===== src/rtl/vdma_rd_burst_sched_if.sv =====
// vdma_rd_burst_sched_if: AXI4 AR channel plus the R-side signals used for credit return
interface vdma_rd_burst_sched_if #(
  parameter int ASIZE  = 29,
  parameter int LSIZE  = 9,
  parameter int IDSIZE = 4
);
  logic [IDSIZE-1:0] arid;
  logic [ASIZE-1:0]  araddr;
  logic [LSIZE-1:0]  arlen;
  logic [2:0]        arsize;
  logic [1:0]        arburst;
  logic              arvalid;
  logic              arready;
  logic [IDSIZE-1:0] rid;
  logic              rvalid;
  logic              rready;
  modport master (output arid, araddr, arlen, arsize, arburst, arvalid,
                  input arready, rid, rvalid, rready);
  modport slave  (input arid, araddr, arlen, arsize, arburst, arvalid,
                  output arready, rid, rvalid, rready);
endinterface


===== src/rtl/vdma_rd_burst_sched.sv =====
// vdma_rd_burst_sched: multi-channel 2-D frame walker with credit-gated round-robin AXI4 AR issue.
// Define VDMA_4K_SPLIT_EN to clip every burst at 4 KiB page boundaries.
module vdma_rd_burst_sched #(
  parameter int CH_NUM    = 2,
  parameter int ASIZE     = 29,
  parameter int LSIZE     = 9,
  parameter int IDSIZE    = 4,
  parameter int AXI_DSIZE = 256,
  parameter int BURST_LEN = 16,
  parameter int CSIZE     = 10
) (
  input  logic                      clk,
  input  logic                      rst,
  input  logic [CH_NUM-1:0]         ch_enable_i,
  input  logic [CH_NUM-1:0]         ch_fsync_i,
  input  logic [CH_NUM*ASIZE-1:0]   ch_base_addr_i,
  input  logic [CH_NUM*ASIZE-1:0]   ch_stride_i,
  input  logic [CH_NUM*16-1:0]      ch_line_beats_i,
  input  logic [CH_NUM*16-1:0]      ch_lines_i,
  input  logic [CH_NUM*CSIZE-1:0]   ch_fifo_space_i,
  output logic [CH_NUM-1:0]         ch_frame_done_o,
  vdma_rd_burst_sched_if.master     ar
);
  localparam int SZ  = $clog2(AXI_DSIZE/8);
  localparam int LW  = $clog2(BURST_LEN+1);
  localparam int CW  = CH_NUM > 1 ? $clog2(CH_NUM) : 1;
  localparam int CW1 = CSIZE + 1;
  typedef enum logic {IDLE, ACTIVE} st_t;
  st_t               st_q     [CH_NUM];
  logic [ASIZE-1:0]  pbase_q  [CH_NUM];
  logic [ASIZE-1:0]  stride_q [CH_NUM];
  logic [ASIZE-1:0]  laddr_q  [CH_NUM];
  logic [15:0]       beats_q  [CH_NUM];
  logic [15:0]       lines_q  [CH_NUM];
  logic [15:0]       beat_q   [CH_NUM];
  logic [15:0]       line_q   [CH_NUM];
  logic [CSIZE-1:0]  out_q    [CH_NUM];
  logic [LW-1:0]     len_c    [CH_NUM];
  logic [ASIZE-1:0]  addr_c   [CH_NUM];
  logic [CH_NUM-1:0] pend_q, elig, on_ar, eol_c, last_c;
  logic [CW-1:0]     rr_q, gnt;
  logic              arvalid_q, last_q, gnt_v, hs, can_issue;
  logic [IDSIZE-1:0] arid_q;
  logic [ASIZE-1:0]  araddr_q;
  logic [LSIZE-1:0]  arlen_q;
  assign hs        = arvalid_q && ar.arready;
  assign can_issue = !arvalid_q || ar.arready;
  always_comb begin
    for (int c = 0; c < CH_NUM; c++) begin
      on_ar[c]  = arvalid_q && arid_q == IDSIZE'(c);
      addr_c[c] = laddr_q[c] + (ASIZE'(beat_q[c]) << SZ);
      len_c[c]  = beats_q[c] - beat_q[c] < 16'(BURST_LEN) ? LW'(beats_q[c] - beat_q[c]) : LW'(BURST_LEN);
`ifdef VDMA_4K_SPLIT_EN
      if ((13'h1000 - {1'b0, addr_c[c][11:0]}) >> SZ < 13'(len_c[c]))
        len_c[c] = LW'((13'h1000 - {1'b0, addr_c[c][11:0]}) >> SZ);
`endif
      eol_c[c]  = beat_q[c] + 16'(len_c[c]) == beats_q[c];
      last_c[c] = eol_c[c] && line_q[c] + 16'd1 == lines_q[c];
      // a channel already on AR waits for its handshake so its credits are settled first
      elig[c]   = st_q[c] == ACTIVE && ch_enable_i[c] && !pend_q[c] && !ch_fsync_i[c] && !on_ar[c] &&
                  {1'b0, ch_fifo_space_i[c*CSIZE +: CSIZE]} >= {1'b0, out_q[c]} + CW1'(len_c[c]);
      ch_frame_done_o[c] = hs && on_ar[c] && last_q && !pend_q[c] && !ch_fsync_i[c];
    end
    gnt_v = 1'b0;
    gnt   = '0;
    for (int k = 0; k < CH_NUM; k++)
      if (!gnt_v && elig[(int'(rr_q) + k) % CH_NUM]) begin
        gnt_v = 1'b1;
        gnt   = CW'((int'(rr_q) + k) % CH_NUM);
      end
    gnt_v = gnt_v && can_issue;
  end
  // channel walk state advances at grant; the frame end is carried with the payload in last_q
  always_ff @(posedge clk or posedge rst) begin
    if (rst) begin
      arvalid_q <= 1'b0;
      arid_q    <= '0;
      araddr_q  <= '0;
      arlen_q   <= '0;
      last_q    <= 1'b0;
      rr_q      <= '0;
      pend_q    <= '0;
      for (int c = 0; c < CH_NUM; c++) begin
        st_q[c]     <= IDLE;
        pbase_q[c]  <= '0;
        stride_q[c] <= '0;
        laddr_q[c]  <= '0;
        beats_q[c]  <= '0;
        lines_q[c]  <= '0;
        beat_q[c]   <= '0;
        line_q[c]   <= '0;
        out_q[c]    <= '0;
      end
    end else begin
      if (can_issue) arvalid_q <= gnt_v;
      if (gnt_v) begin
        arid_q   <= IDSIZE'(gnt);
        araddr_q <= addr_c[gnt];
        arlen_q  <= LSIZE'(len_c[gnt] - LW'(1));
        last_q   <= last_c[gnt];
      end
      if (hs) rr_q <= CW'((int'(arid_q) + 1) % CH_NUM);
      for (int c = 0; c < CH_NUM; c++) begin
        out_q[c] <= out_q[c] + (hs && on_ar[c] ? CSIZE'(arlen_q) + CSIZE'(1) : '0)
                    - CSIZE'(ar.rvalid && ar.rready && ar.rid == IDSIZE'(c));
        if (ch_fsync_i[c]) begin
          pbase_q[c]  <= ch_base_addr_i[c*ASIZE +: ASIZE];
          stride_q[c] <= ch_stride_i[c*ASIZE +: ASIZE];
          beats_q[c]  <= ch_line_beats_i[c*16 +: 16];
          lines_q[c]  <= ch_lines_i[c*16 +: 16];
        end
        if (ch_fsync_i[c] && on_ar[c]) pend_q[c] <= 1'b1;
        else if (ch_fsync_i[c] || (pend_q[c] && !on_ar[c])) begin
          pend_q[c]  <= 1'b0;
          st_q[c]    <= ACTIVE;
          laddr_q[c] <= ch_fsync_i[c] ? ch_base_addr_i[c*ASIZE +: ASIZE] : pbase_q[c];
          beat_q[c]  <= '0;
          line_q[c]  <= '0;
        end else if (gnt_v && gnt == CW'(c)) begin
          beat_q[c] <= eol_c[c] ? '0 : beat_q[c] + 16'(len_c[c]);
          if (eol_c[c]) begin
            laddr_q[c] <= laddr_q[c] + stride_q[c];
            line_q[c]  <= line_q[c] + 16'd1;
          end
          if (last_c[c]) st_q[c] <= IDLE;
        end
      end
    end
  end
  assign ar.arvalid = arvalid_q;
  assign ar.arid    = arid_q;
  assign ar.araddr  = araddr_q;
  assign ar.arlen   = arlen_q;
  assign ar.arsize  = arvalid_q ? 3'(SZ) : 3'd0;
  assign ar.arburst = arvalid_q ? 2'b01 : 2'b00;
endmodule

===== src/flat_wrapper.sv =====
// flat-port wrapper written by rule: the top's interface ports become plain ports
module vdma_rd_burst_sched_flat 
#(
  parameter int CH_NUM    = 2,
  parameter int ASIZE     = 29,
  parameter int LSIZE     = 9,
  parameter int IDSIZE    = 4,
  parameter int AXI_DSIZE = 256,
  parameter int BURST_LEN = 16,
  parameter int CSIZE     = 10
)
  (clk, rst, ch_enable_i, ch_fsync_i, ch_base_addr_i, ch_stride_i, ch_line_beats_i, ch_lines_i, ch_fifo_space_i, ch_frame_done_o, ar_arid, ar_araddr, ar_arlen, ar_arsize, ar_arburst, ar_arvalid, ar_arready, ar_rid, ar_rvalid, ar_rready);
  vdma_rd_burst_sched_if #(.ASIZE(ASIZE), .LSIZE(LSIZE), .IDSIZE(IDSIZE)) ar_i ();
  input  logic clk;
  input  logic rst;
  input  logic [CH_NUM-1:0] ch_enable_i;
  input  logic [CH_NUM-1:0] ch_fsync_i;
  input  logic [CH_NUM*ASIZE-1:0] ch_base_addr_i;
  input  logic [CH_NUM*ASIZE-1:0] ch_stride_i;
  input  logic [CH_NUM*16-1:0] ch_line_beats_i;
  input  logic [CH_NUM*16-1:0] ch_lines_i;
  input  logic [CH_NUM*CSIZE-1:0] ch_fifo_space_i;
  output logic [CH_NUM-1:0] ch_frame_done_o;
  output wire logic [$bits(ar_i.arid)-1:0] ar_arid;
  output wire logic [$bits(ar_i.araddr)-1:0] ar_araddr;
  output wire logic [$bits(ar_i.arlen)-1:0] ar_arlen;
  output wire logic [$bits(ar_i.arsize)-1:0] ar_arsize;
  output wire logic [$bits(ar_i.arburst)-1:0] ar_arburst;
  output wire logic [$bits(ar_i.arvalid)-1:0] ar_arvalid;
  input wire logic [$bits(ar_i.arready)-1:0] ar_arready;
  input wire logic [$bits(ar_i.rid)-1:0] ar_rid;
  input wire logic [$bits(ar_i.rvalid)-1:0] ar_rvalid;
  input wire logic [$bits(ar_i.rready)-1:0] ar_rready;
  assign ar_arid = ar_i.arid;
  assign ar_araddr = ar_i.araddr;
  assign ar_arlen = ar_i.arlen;
  assign ar_arsize = ar_i.arsize;
  assign ar_arburst = ar_i.arburst;
  assign ar_arvalid = ar_i.arvalid;
  assign ar_i.arready = ar_arready;
  assign ar_i.rid = ar_rid;
  assign ar_i.rvalid = ar_rvalid;
  assign ar_i.rready = ar_rready;
  vdma_rd_burst_sched #(.CH_NUM(CH_NUM), .ASIZE(ASIZE), .LSIZE(LSIZE), .IDSIZE(IDSIZE), .AXI_DSIZE(AXI_DSIZE), .BURST_LEN(BURST_LEN), .CSIZE(CSIZE)) u_core (.clk(clk), .rst(rst), .ch_enable_i(ch_enable_i), .ch_fsync_i(ch_fsync_i), .ch_base_addr_i(ch_base_addr_i), .ch_stride_i(ch_stride_i), .ch_line_beats_i(ch_line_beats_i), .ch_lines_i(ch_lines_i), .ch_fifo_space_i(ch_fifo_space_i), .ch_frame_done_o(ch_frame_done_o), .ar(ar_i));
endmodule

===== config.mk =====
export PLATFORM = sky130hd
export DESIGN_NAME = vdma_rd_burst_sched_flat
export DESIGN_NICKNAME = d
export VERILOG_FILES = /design/src/rtl/vdma_rd_burst_sched_if.sv /design/src/rtl/vdma_rd_burst_sched.sv /design/src/flat_wrapper.sv
export SDC_FILE = /design/constraint.sdc
export NUM_CORES = 1
export LEC_CHECK = 0
export ABC_CLOCK_PERIOD_IN_PS = 25800
export BUFFER_PORTS_ARGS = -buffer_cell sky130_fd_sc_hd__buf_2
export CORE_ASPECT_RATIO = 0.7
export CORE_MARGIN = 10
export CORE_UTILIZATION = 40
export DETAILED_ROUTE_END_ITERATION = 10
export GPL_TIMING_DRIVEN = 0
export SETUP_SLACK_MARGIN = 0.15
export SYNTH_ARGS = -nofsm -noshare
export SYNTH_HDL_FRONTEND = slang
export SYNTH_SLANG_ARGS = --single-unit

===== constraint.sdc =====
create_clock -name clk -period 25.8 [get_ports clk]
set_input_delay 1.29 -clock clk [delete_from_list [all_inputs] [get_ports clk]]
set_output_delay 1.29 -clock clk [all_outputs]
set_load 0.01 [all_outputs]

Word-level counts from Yosys, hierarchy flattened
Index checks and enable logic that the tools add are counted.

word-level totals
  register bits = 368

cells by class
  order comparisons = 8
  mux-type cells = 53
  eq/ne operators = 5
  add/sub/neg operators = 20
  bitwise operators = 5
  reductions and logical operators = 61

operators by type and width
  kind                     number
  $mux W29                 11
  $mux W16                 12
  $eq A16 B16 Y1           4
  $add A29 B21 Y29         2
  $add A29 B29 Y29         2
  $logic_and A1 B1 Y1      34
  $add A16 B1 Y16 const B  2
  $add A16 B5 Y16          2
  $lt A16 B5 Y1 const B    2
  $sub A16 B16 Y16         2
  $mux W5                  5
  $add A10 B5 Y11          2
  $ge A10 B11 Y1           2
  $mux W1                  22
  $add A10 B10 Y10         2
  $mux W10                 2
  $sub A10 B1 Y10          2
  $reduce_bool A2 Y1       8
  $reduce_and A3 Y1        4
  $add A9 B1 Y10 const B   1
  $logic_not A1 Y1         8
  $logic_not A4 Y1         2
  $sub A5 B1 Y6 const B    1
  $eq A4 B1 Y1 const B     1
  other kinds (10)         17

Logic depth before layout (Yosys ltp)
Gate-level depths: netlist of run 1.

  depth in word-level cells = 17
  gate-level depth with buffers = 38
  mapped depth without buffers = 34

Least setup slack after synthesis of run 1
Ideal clock, no wire load.

  path kind = register to register
  from = register u_core.beat_q[18] in the netlist's numbering
  to = register u_core.laddr_q[0] in the netlist's numbering
  setup time = 126 ps
  setup slack = 18858 ps
  arrival = 6816 ps
  path buffers = 5
  required time = 25674 ps
  stages on the path, launching flop included = 36
  cell sequence = dfrtp_1 clkbuf_1 inv_1 ha_1 o21a_1 o31a_1 o311ai_4 a21oi_2 or3_1 a21oi_1 nand3_1 clkbuf_1 nor2_1 ha_1 nand2b_1 maj3_1 o21ai_0 a21o_1 a21o_1 nand3_1 xnor2_1 ha_1 o21a_1 o211ai_1 o21ai_0 nand2_1 o41ai_1 a21bo_2 nand2b_1 clkbuf_1 o21bai_1 o21ai_1 buf_2 buf_2 nor2_1 a21oi_1

between the ends
  longest elaborated chain between the ends = 16
  elaborated cells on any way between the ends = 21
  those cells by class = add/sub: 2; order compare: 2; mux: 10; reduce/logical: 7

ends and longest elaborated chain
  element                                      RTL line                    RTL
  start: declaration                           vdma_rd_burst_sched.sv:35   logic [15:0] beat_q [CH_NUM];
  start signal: indexed assignment             vdma_rd_burst_sched.sv:120  beat_q[c] <= eol_c[c] ? '0 : beat_q[c] + 16'(len_c[c]);
  $sub A16 B16 Y16 (*)                         vdma_rd_burst_sched.sv:52   len_c[c] = beats_q[c] - beat_q[c] < 16'(BURST_LEN) ? LW'(beats_q[c] - beat_q[c]) : LW'(BURST_LEN);
  $lt A16 B5 Y1                                vdma_rd_burst_sched.sv:52
  $mux W5 (*)                                  vdma_rd_burst_sched.sv:52
  $add A10 B5 Y11 (*)                          vdma_rd_burst_sched.sv:61   {1'b0, ch_fifo_space_i[c*CSIZE +: CSIZE]} >= {1'b0, out_q[c]} + CW1'(len_c[c]);
  $ge A10 B11 Y1 (*)                           vdma_rd_burst_sched.sv:61
  $logic_and A1 B1 Y1 (*)                      vdma_rd_burst_sched.sv:60   elig[c] = st_q[c] == ACTIVE && ch_enable_i[c] && !pend_q[c] && !ch_fsync_i[c] && !on_ar[c] &&
  $mux W1 (implied by the code) (2 in series)  vdma_rd_burst_sched.sv:67   if (!gnt_v && elig[(int'(rr_q) + k) % CH_NUM]) begin
  $mux W1                                      vdma_rd_burst_sched.sv:67
  $logic_not A1 Y1                             vdma_rd_burst_sched.sv:67
  $logic_and A1 B1 Y1                          vdma_rd_burst_sched.sv:67
  $mux W1                                      vdma_rd_burst_sched.sv:67
  $logic_and A1 B1 Y1                          vdma_rd_burst_sched.sv:71   gnt_v = gnt_v && can_issue;
  $logic_and A1 B1 Y1 (*)                      vdma_rd_burst_sched.sv:119  end else if (gnt_v && gnt == CW'(c)) begin
  $reduce_bool A2 Y1 (no line) (*)             n/a
  $reduce_and A3 Y1 (no line) (*)              n/a
  end signal: indexed assignment               vdma_rd_burst_sched.sv:116  laddr_q[c] <= ch_fsync_i[c] ? ch_base_addr_i[c*ASIZE +: ASIZE] : pbase_q[c];
  end signal: indexed assignment               vdma_rd_burst_sched.sv:122  laddr_q[c] <= laddr_q[c] + stride_q[c];
  end: declaration                             vdma_rd_burst_sched.sv:32   logic [ASIZE-1:0] laddr_q [CH_NUM];

Mark *: on every way between the ends. The rest lies on a longest branch, timed or not. The select of a mux whose other input is x is not followed.
A chain may end at the register's enable or synchronous reset.

Worst setup path after layout of run 1
  from = register u_core.beat_q[18] in the netlist's numbering
  to = register u_core.laddr_q[28] in the netlist's numbering

The elaborated chain is that of the path after synthesis.

==> flow_metrics.tcl, run 1 <==
set metrics [dict create \
    clock_latency_ps 590 \
    drc_errors 0 \
    start_util_pct 40.5 \
    ys_seq_area_share_pct 35.5 \
    tns_ps 0 \
    ys_ff_latch 365 \
    gr-total-overflow 0 \
    fin_area_um2 29500 \
    rows 77 \
    endpoint_kind "register" \
    dpl_worst_slack_ps 16670 \
    wl_um 85700 \
    fill_cells 6071 \
    multi_input_area_um2 15500 \
    die_y_um 232 \
    hpwlAfterDp_um 68600 \
    period_needed_ps 9300 \
    min_period_over_period_pct 36.0 \
    slowest_delay_ps 970 \
    slew_headroom_pct 24.0 \
    ant_nets 0 \
    grt_pass1_vias 22200 \
    cts-resized-gates 0 \
    setup_violations 0 \
    route.vias.total 22700 \
    crit_path_start_kind "register" \
    dpl-instance-area_um2 28100 \
    syn2layout_area_growth_pct 14.7 \
    r2r_start "u_core.beat_q[18]" \
    rsz0062_at_grt "no" \
    grt_pass1_wl_um 131000 \
    drtPass1Iterations 5 \
    nets 3561 \
    layout-drive-gt1-share_pct 17.5 \
    layout_setup_ws_ps 16500 \
    timing.final.max_slew_violations 0 \
    max-vdd-ir-drop_v 0.0000521 \
    cts_tree "yes" \
    maxCapViolations 0 \
    seqCellArea_um2 9130 \
    critical_path.max_fanout 11 \
    die_area_um2 75000 \
    grt_max_degree 128 \
    cts_max_level 2 \
    async_flop_share_pct 100 \
    finClkSkew_ps 27.5 \
    ff2ff_path_depth 32 \
    post_cts_buffers 0 \
    path_clk_slew_ps 60 \
    final_util_pct 46.5 \
    cts_buffers 42 \
    arrival_ps 9810 \
    synth_edf_count 0 \
    syn_area_um2 25700 \
    avgSynthCellArea_um2 9.05 \
    hold_viol 0 \
    slowest_stage "o41ai_1" \
    reg2reg_to "u_core.laddr_q[28]" \
    status "finished clean" \
    core_um2 63400 \
    place.port_buffers 256 \
    yosys_warnings 0 \
    ios 263 \
    p_leak_nw 13.2 \
    synthesis.instances 2839 \
    routedWlPerCell_um 21.4 \
    holdWs_ps 474 \
    root_buffer "clkbuf_16" \
    holdPathStages 2 \
    antenna_found_initial 3 \
    die_x_um 323 \
    path_class "register to register" \
    clock_sinks 365 \
    synth_top_flop_cell "dfrtp_1" \
    fmax_ghz 0.108 \
    hp-class "register to register" \
    regToRegSetupSlack_ps 16500 \
    ctsHoldBuffers 0 \
    ys_types 92 \
    gp_congestion 0.923 \
    clockBufferDepth 3 \
    worst_pin_slew_ps 1140 \
    grt_usage_pct 22.3 \
    min-delay-start "u_core.ar.araddr[16]" \
    power_density_nw_per_um2 95.9 \
    drtIter0Drc 1914 \
    required_ps 26320 \
    viasPerCell 5.67 \
    holdPathEnd "u_core.ar.araddr[16]" \
]
power breakdown:
group / internal, mW / switching, mW
Clock: 0.348 / 0.260
Combinational: 0.566 / 0.794
Sequential: 0.699 / 0.162
Total: 1.61 / 1.21
cell usage after synthesis, types with 9 or more instances:
master	n	area, um^2
a21o_1	40	300
or2_2	11	68.8
clkbuf_1	86	323
o31a_1	9	78.8
nor3_1	86	430
dfrtp_1	365	9130
nor2_1	240	901
nand2_1	255	957
o21a_1	37	278
and3_1	37	231
a21oi_1	158	791
nand4_1	25	156
inv_1	165	619
nor4_1	13	81.3
o211ai_1	26	195
o21ai_0	183	916
nor2b_1	27	169
o21ai_1	12	60.1
mux2_2	174	1960
buf_2	14	70.1
nand3b_1	9	67.6
o31ai_1	17	128
nand2b_1	31	194
or3_1	24	150
xnor2_1	164	1440
mux2i_1	26	260
nand3_1	71	355
buf_4	12	90.1
a211oi_1	17	128
a31oi_1	50	313
o21bai_1	18	135
ha_1	194	2430
xor2_1	70	613
layout by cell type, fill, tap and decap left out, types with 11 or more instances in the layout:
cell and n:
o21a_1 37, o31ai_1 17, nor2b_1 27, nor3_1 86, and3_1 37, o21bai_1 18, buf_4 12, o211ai_1 26
ha_1 194, a21oi_1 158, a211oi_1 17, nor2_1 240, inv_1 164, nand4_1 25, o21ai_1 12, buf_2 270
clkbuf_1 95, xnor2_1 164, mux2_2 174, or2_2 11, nand3_1 71, nor4_1 13, or3_1 24, o21ai_0 183
a31oi_1 50, mux2i_1 26, nand2_1 255, nand2b_1 31, clkbuf_16 42, dfrtp_1 365, a21o_1 40, xor2_1 70
routing by layer:
metal / part of all wire, % / GRT usage [%]
met1: 48 / 32.8
met2: 41 / 31.6
met3: 10 / 6.92
met4: 1.4 / 4.16
met5: 0.013 / 0
how the worst max path moves through the flow:
stage,to,cells after the start,from,slack [ps]
finish,u_core.laddr_q[28],32,u_core.beat_q[18],16500
detailed placement,u_core.ar.araddr[11],32,u_core.beat_q[18],16670
CTS,u_core.ar.araddr[11],30,u_core.beat_q[18],16670
global placement,u_core.pbase_q[51],2,rst,9900
global route,u_core.laddr_q[3],33,u_core.beat_q[18],15860
floorplan,u_core.ar.araddr[0],1,rst,14380
critical path: cells and delay by family (launching register included):
family	cells	cell delay [ps]
compound gates	18	5060
xor+xnor	1	150
fa+ha+maj	3	970
buf+inv	6	1830
flops	1	370
simple gates	4	820
area by class of cell:
type / count / area share (%)
Buffer: 118 / 1.71
Sequential cell: 365 / 31.0
Inverter: 166 / 2.14
Clock buffer: 57 / 3.96
Tap cell: 829 / 3.52
Timing Repair Buffer: 259 / 4.63
Clock inverter: 13 / 0.603
Multi-Input combinational cell: 2194 / 52.4
Antenna cell: 1 / 0.00849
cell families (layout without fill, tap and decap cells):
logic type / count (synthesis) / count (layout) / synth area share (%)
DFF: 365 / 365 / 35.5
buffers and inverters: 284 / 613 / 4.39
other: 1 / 6 / 0.0146
muxes: 200 / 200 / 8.64
adders and majority gates: 206 / 206 / 10.2
and+or+nand+nor: 858 / 858 / 15.6
AOI/OAI and AO/OA: 691 / 691 / 17.7
xor gates and xnor gates: 234 / 234 / 7.97
per-stage QoR:
stage          std cells  power, mW
2_1_floorplan       2843       1.79
3_3_place_gp        3928       2.16
3_5_place_dp        3931       2.21
4_1_cts             4001       2.83
5_1_grt             4001       3.04
6_report            4002       2.83
sequential cells by signal (all words and copies together), names as in the netlist:
| name | flops |
|---|---|
| u_core.out_q | 20 |
| u_core.ar.araddr | 29 |
| u_core.line_q | 32 |
| u_core.pbase_q | 58 |
| u_core.st_q | 2 |
| u_core.pend_q | 2 |
| u_core.laddr_q | 58 |
| u_core.rr_q | 1 |
| u_core.stride_q | 58 |
| u_core.ar.arvalid | 1 |
| u_core.ar.arid | 1 |
| u_core.ar.arlen | 6 |
| u_core.beats_q | 32 |
| u_core.lines_q | 32 |
| u_core.beat_q | 32 |
| u_core.last_q | 1 |
Note: power is estimated with default switching activity, not from simulation.
==> run 2, diff against run 1 <==
Settings changed: ABC_CLOCK_PERIOD_IN_PS 25800 to 7700.
Clock period 25.8 ns to 7.7 ns, I/O delays scaled along.
==> run 2 against run 1 <==
  * Hold slack got worse by 450 ps
  * Largest cell class unchanged
  * Largest power group unchanged
  * Routed wire length increased by 2.8%
  * Clock-buffer cell count increased by 2
  * Critical endpoint is now u_core.laddr_q[52]
==> flow_metrics.tcl, run 2 (synthesis results as in run 1) <==
set metrics [dict create \
    rows 77 \
    maxCapViolations 0 \
    mostFrequentLayoutCells "359 x dfrtp_1, 264 x buf_2, 254 x nand2_1" \
    ios 263 \
    hold_viol 0 \
    clock_sinks 365 \
    drtIter0Drc 2150 \
    gp_congestion 0.917 \
    path_delay_family "compound AO/OA/AOI/OAI gates" \
    setup_violations 0 \
    layout_setup_ws_ps 355 \
    cpMostUsedCell "o21ai_2" \
    swShare_pct 42.4 \
    period_needed_ps 7350 \
    total_power_mw 9.85 \
    endpoint_kind "register" \
    path_class "register to register" \
    fmax_ghz 0.136 \
    crit_path_start_kind "register" \
    place.port_buffers 256 \
    rsz0062_at_grt "no" \
    largestRegisters "u_core.laddr_q (58), u_core.pbase_q (58), u_core.stride_q (58)" \
    worst_pin_slew_ps 1120 \
    die_x_um 323 \
    arrival_ps 7800 \
    routedWlPerCell_um 21.6 \
    pwr-share-clk_pct 22.8 \
    power_density_nw_per_um2 319 \
    cts_max_level 2 \
    drc_errors 0 \
    comb_power_share_pct 47.9 \
    timing.final.max_slew_violations 0 \
    holdPathStages 3 \
    hp-class "primary input to register" \
    viasPerCell 5.64 \
    required_ps 8160 \
    grt_usage_pct 22.9 \
    start_util_pct 40.5 \
    ff2ff_path_depth 33 \
    p_int_mw 5.68 \
    wl_um 88100 \
    route.vias.total 23000 \
    p_leak_nw 13.8 \
    die_y_um 232 \
    slew_headroom_pct 25.1 \
    cp_num_cells 33 \
    nets 3632 \
    slowest_stage "o41ai_4" \
    critical_path.max_fanout 11 \
    path_buf_inv 6 \
    slowest_delay_ps 590 \
    gr-total-overflow 0 \
    antenna_found_initial 4 \
    min_period_over_period_pct 95.4 \
    grt_pass1_wl_um 135000 \
    switchingPower_mw 4.18 \
    clockBufferDepth 3 \
    grt_pass1_vias 22800 \
    finClkSkew_ps 35.8 \
    drtPass1Iterations 7 \
    layout-drive-gt1-share_pct 21.2 \
    max-vdd-ir-drop_v 0.000148 \
    cts_tree "yes" \
    hpwlAfterDp_um 69800 \
    tns_ps 0 \
    status "finished clean" \
    fill_cells 6012 \
    layout_commonest_cell "dfrtp_1" \
    syn2layout_area_growth_pct 20.1 \
    dpl_worst_slack_ps -1510 \
    die_area_um2 75000 \
    pwr-share-seq_pct 29.3 \
    grt_max_degree 43 \
    clock_latency_ps 600 \
    core_um2 63400 \
    root_buffer "clkbuf_16" \
    ant_nets 0 \
    cts_buffers 41 \
    path_clk_slew_ps 60 \
]
-- run 2: changes by cell type in the layout (fill, tap and decap cells not counted), sizes merged --
cell	delta
buf	+45
dlygate4sd3	+34
clkinvlp	+7
clkbuf	-5
bufinv	+4
clkinv	-4
inv	-4
-- run 2: layer usage --
metal,GRT usage (%),vias to the layer above,share of wire [%],routed length [um]
li1,-,10900,-,-
met1,34.7,11300,49,43200
met2,32.5,723,41,35900
met3,5.31,102,8.5,7510
met4,4.76,2,1.6,1440
met5,0,-,0.0091,8
-- run 2: stage by stage --
| step | std cells | util, % | hold WS [ps] | cell area, um^2 |
|---|---|---|---|---|
| after CTS | 4053 | 47.9 | 0.962 | 30400 |
| after global routing | 4078 | 48.7 | 16.3 | 30900 |
| after floorplan | 2843 | - | 455 | 25700 |
| after detailed placement | 3938 | 44.6 | 468 | 28200 |
| final | 4079 | 48.7 | 27.6 | 30900 |
| after global placement | 3928 | 44.2 | 460 | 28000 |
-- run 2: path summary, 6_finish.rpt --
| path | to | start | slack, ps |
|---|---|---|---|
| max | u_core.laddr_q[52] | u_core.beat_q[18] | 350 |
| max reg2reg | u_core.laddr_q[52] | u_core.beat_q[18] | 350 |
| min in group asynchronous | u_core.beats_q[6] | rst | 480 |
| min | u_core.beats_q[9] | ch_line_beats_i[25] | 30 |
| min reg2reg | u_core.ar.araddr[0] | u_core.ar.araddr[0] | 480 |
| max in group asynchronous | u_core.laddr_q[55] | rst | 5780 |
-- run 2: power groups by stage --
stage                     Combinational [mW]  Sequential [mW]  Clock [mW]
after floorplan                         3.32             2.67           0
after global placement                  4.37             2.88           0
after detailed placement                4.51             2.89           0
after CTS                               4.61             2.86        2.29
after global routing                    5.28             2.92        2.37
final                                   4.72             2.88        2.25
-- run 2: cell type report --
cell class	count	area [um^2]	area share (%)
buffer	118	613	1.99
antenna	1	2.50	0.00811
tap	829	1040	3.36
timing repair buffer	331	2050	6.66
multi-input combinational	2194	15900	51.4
clock buffer	59	1210	3.94
clock inverter	16	299	0.969
inverter	166	641	2.08
sequential	365	9140	29.6
-- run 2: tightest hold or removal path, delay by kind of cell --
kind                   cells  cell delay (ps)
buffers and inverters      1               80
AO/OA/AOI/OAI              1               50
AND/OR/NAND/NOR            1               40
-- run 2: what timing repair did --
item | 4_1_cts | 5_1_grt
endpoints found under the hold margin | 60 | 0
pin swaps | 6 | 25
setup endpoints to repair | 161 | 160
buffers inserted | 6 | 25
hold buffers | 34 | 0
resized for setup | 72 | 96
==> run 3, diff against run 2 <==
Settings changed: CORE_UTILIZATION 40 to 55, PLACE_DENSITY from default to 0.78.
==> run 3 against run 2 <==
  * Sequential cell count stayed put
  * Final cell count fell by 6.4%
  * Register-to-register slack improved by 80 ps
  * Non-clock buffer count down 40
  * Critical endpoint is now u_core.beat_q[1]
  * Cell area is 2.7% lower
  * Maximum frequency up 1.2%
  * Largest power group unchanged
  * Sequential power hardly changed
  * Combinational power decreased by 0.8%
  * Clock power shrank 10%
==> flow_metrics.tcl, run 3 (synthesis results as in run 1) <==
set metrics [dict create \
    use_met2_pct 43.5 \
    drtIter0Drc 2366 \
    gr-total-overflow 0 \
    ff2ff_path_depth 35 \
    power_density_nw_per_um2 320 \
    maxCapViolations 0 \
    required_ps 8160 \
    critical_path.max_fanout 11 \
    gr-usage-met1_pct 42.0 \
    fmax_ghz 0.138 \
    clockBufferDepth 3 \
    holdWs_ps 31.0 \
    setup_violations 0 \
    viasPerCell 6.17 \
    clock_latency_ps 580 \
    layout_commonest_cell "dfrtp_1" \
    largestRegisters "u_core.laddr_q (58), u_core.pbase_q (58), u_core.stride_q (58)" \
    reg2reg_to "u_core.beat_q[1]" \
    hp-class "primary input to register" \
    cpMostUsedCell "buf_4" \
    cts_buffers 38 \
    layout_setup_ws_ps 439 \
    final_util_pct 64.8 \
    mostFrequentLayoutCells "359 x dfrtp_1, 266 x buf_2, 255 x nand2_1" \
    slowest_delay_ps 410 \
    r2r_start "u_core.beat_q[18]" \
    cts_tree "yes" \
    grt_busiest_layer "met2" \
    drc_errors 0 \
    slew_headroom_pct 28.2 \
    grt_max_degree 47 \
    rows 66 \
    hpwlAfterDp_um 66100 \
    ant_nets 0 \
    layout-drive-gt1-share_pct 21.0 \
    rsz0062_at_grt "no" \
    min-delay-start "ch_stride_i[10]" \
    clock_sinks 365 \
    grt.met3_usage_pct 6.46 \
    period_needed_ps 7260 \
    die_x_um 278 \
    antenna_found_initial 1 \
    root_buffer "clkbuf_16" \
    hold_viol 0 \
    ios 263 \
    die_area_um2 55900 \
    regToRegSetupSlack_ps 440 \
    arrival_ps 7720 \
    crit_path_start_kind "register" \
    p_leak_nw 13.5 \
    gp_congestion 0.974 \
    worst_pin_slew_ps 1080 \
    route.vias.total 23500 \
    die_y_um 201 \
    total_power_mw 9.60 \
    timing.final.max_slew_violations 0 \
    syn2layout_area_growth_pct 16.8 \
    dpl_worst_slack_ps -1240 \
    slowest_stage "or3_4" \
    core_um2 46300 \
    start_util_pct 55.5 \
    min_period_over_period_pct 94.3 \
    path_class "register to register" \
    wl_um 84200 \
    drtPass1Iterations 6 \
    holdPathStages 2 \
    endpoint_kind "register" \
    grt_pass1_wl_um 131000 \
    status "finished clean" \
    holdPathEnd "u_core.stride_q[39]" \
    grt_pass1_vias 23300 \
    cts_max_level 2 \
    nets 3589 \
    finClkSkew_ps 34.2 \
    grt_usage_pct 29.2 \
    path_clk_slew_ps 70 \
    max-vdd-ir-drop_v 0.000192 \
    routedWlPerCell_um 22.1 \
    place.port_buffers 256 \
]
## run 3: cell count changes in the layout (fill, tap and decap cells not counted), moves of 3 or more
cell,before,now
buf_4,50,40
clkbuf_16,42,39
dlygate4sd3_1,34,1
clkbuf_2,11,8
bufinv_16,7,4
a21oi_2,8,5
## run 3: power breakdown
group / internal [mW] / switching, mW / total (mW) / leakage (nW)
clock network: 1.16 / 0.853 / 2.02 / 0.650
logic: 1.97 / 2.72 / 4.68 / 8.47
registers: 2.34 / 0.561 / 2.90 / 4.39
## run 3: per-layer routing
metal	part of all wire (%)	vias up
li1	-	10800
met1	45	11500
met2	42	1140
met3	10	137
met4	2.6	0
met5	0	-
## run 3: repair_timing
item                                   in CTS  in global routing
setup endpoints to repair                 161                160
resized for setup                          67                 95
cloned                                      0                  1
hold buffers                                1                  0
pin swaps                                   7                 25
endpoints found under the hold margin      38                  0
setup buffers                               6                 17
## run 3: layout make-up
type	instances	area, um^2
fill	3753	16300
multi-input combinational	2194	15800
sequential	365	9140
timing repair buffer	291	1680
clock buffer	54	1120
tap	612	766
inverter	166	643
buffer	118	614
clock inverter	14	223
antenna	2	5.00
## run 3: how the worst max path moves through the flow
stage | depth (start not counted) | end | startpoint
after floorplan | 35 | u_core.laddr_q[0] | u_core.beat_q[18]
after global placement | 35 | u_core.laddr_q[4] | u_core.beat_q[18]
after detailed placement | 35 | u_core.laddr_q[0] | u_core.beat_q[18]
after CTS | 36 | u_core.laddr_q[4] | u_core.beat_q[2]
after global routing | 34 | u_core.line_q[3] | u_core.beat_q[1]
final | 35 | u_core.beat_q[1] | u_core.beat_q[18]
## run 3: stage by stage
stage               cell area, um^2  TNS, ps  std cells
finish                        30000        0       3816
detailed placement            28000  -152340       3721
global route                  30000        0       3814
floorplan                     25700        0       2843
CTS                           29600        0       3796
global placement              27800  -122760       3711
## run 3: worst max-delay path: cells and delay by family (launching register included)
family	cells	cell delay, ps
AO/OA/AOI/OAI	16	3200
AND/OR/NAND/NOR	6	1000
XOR/XNOR	2	340
adder cells (fa/ha/maj)	3	810
flip-flops	1	370
buffers and inverters	8	1380
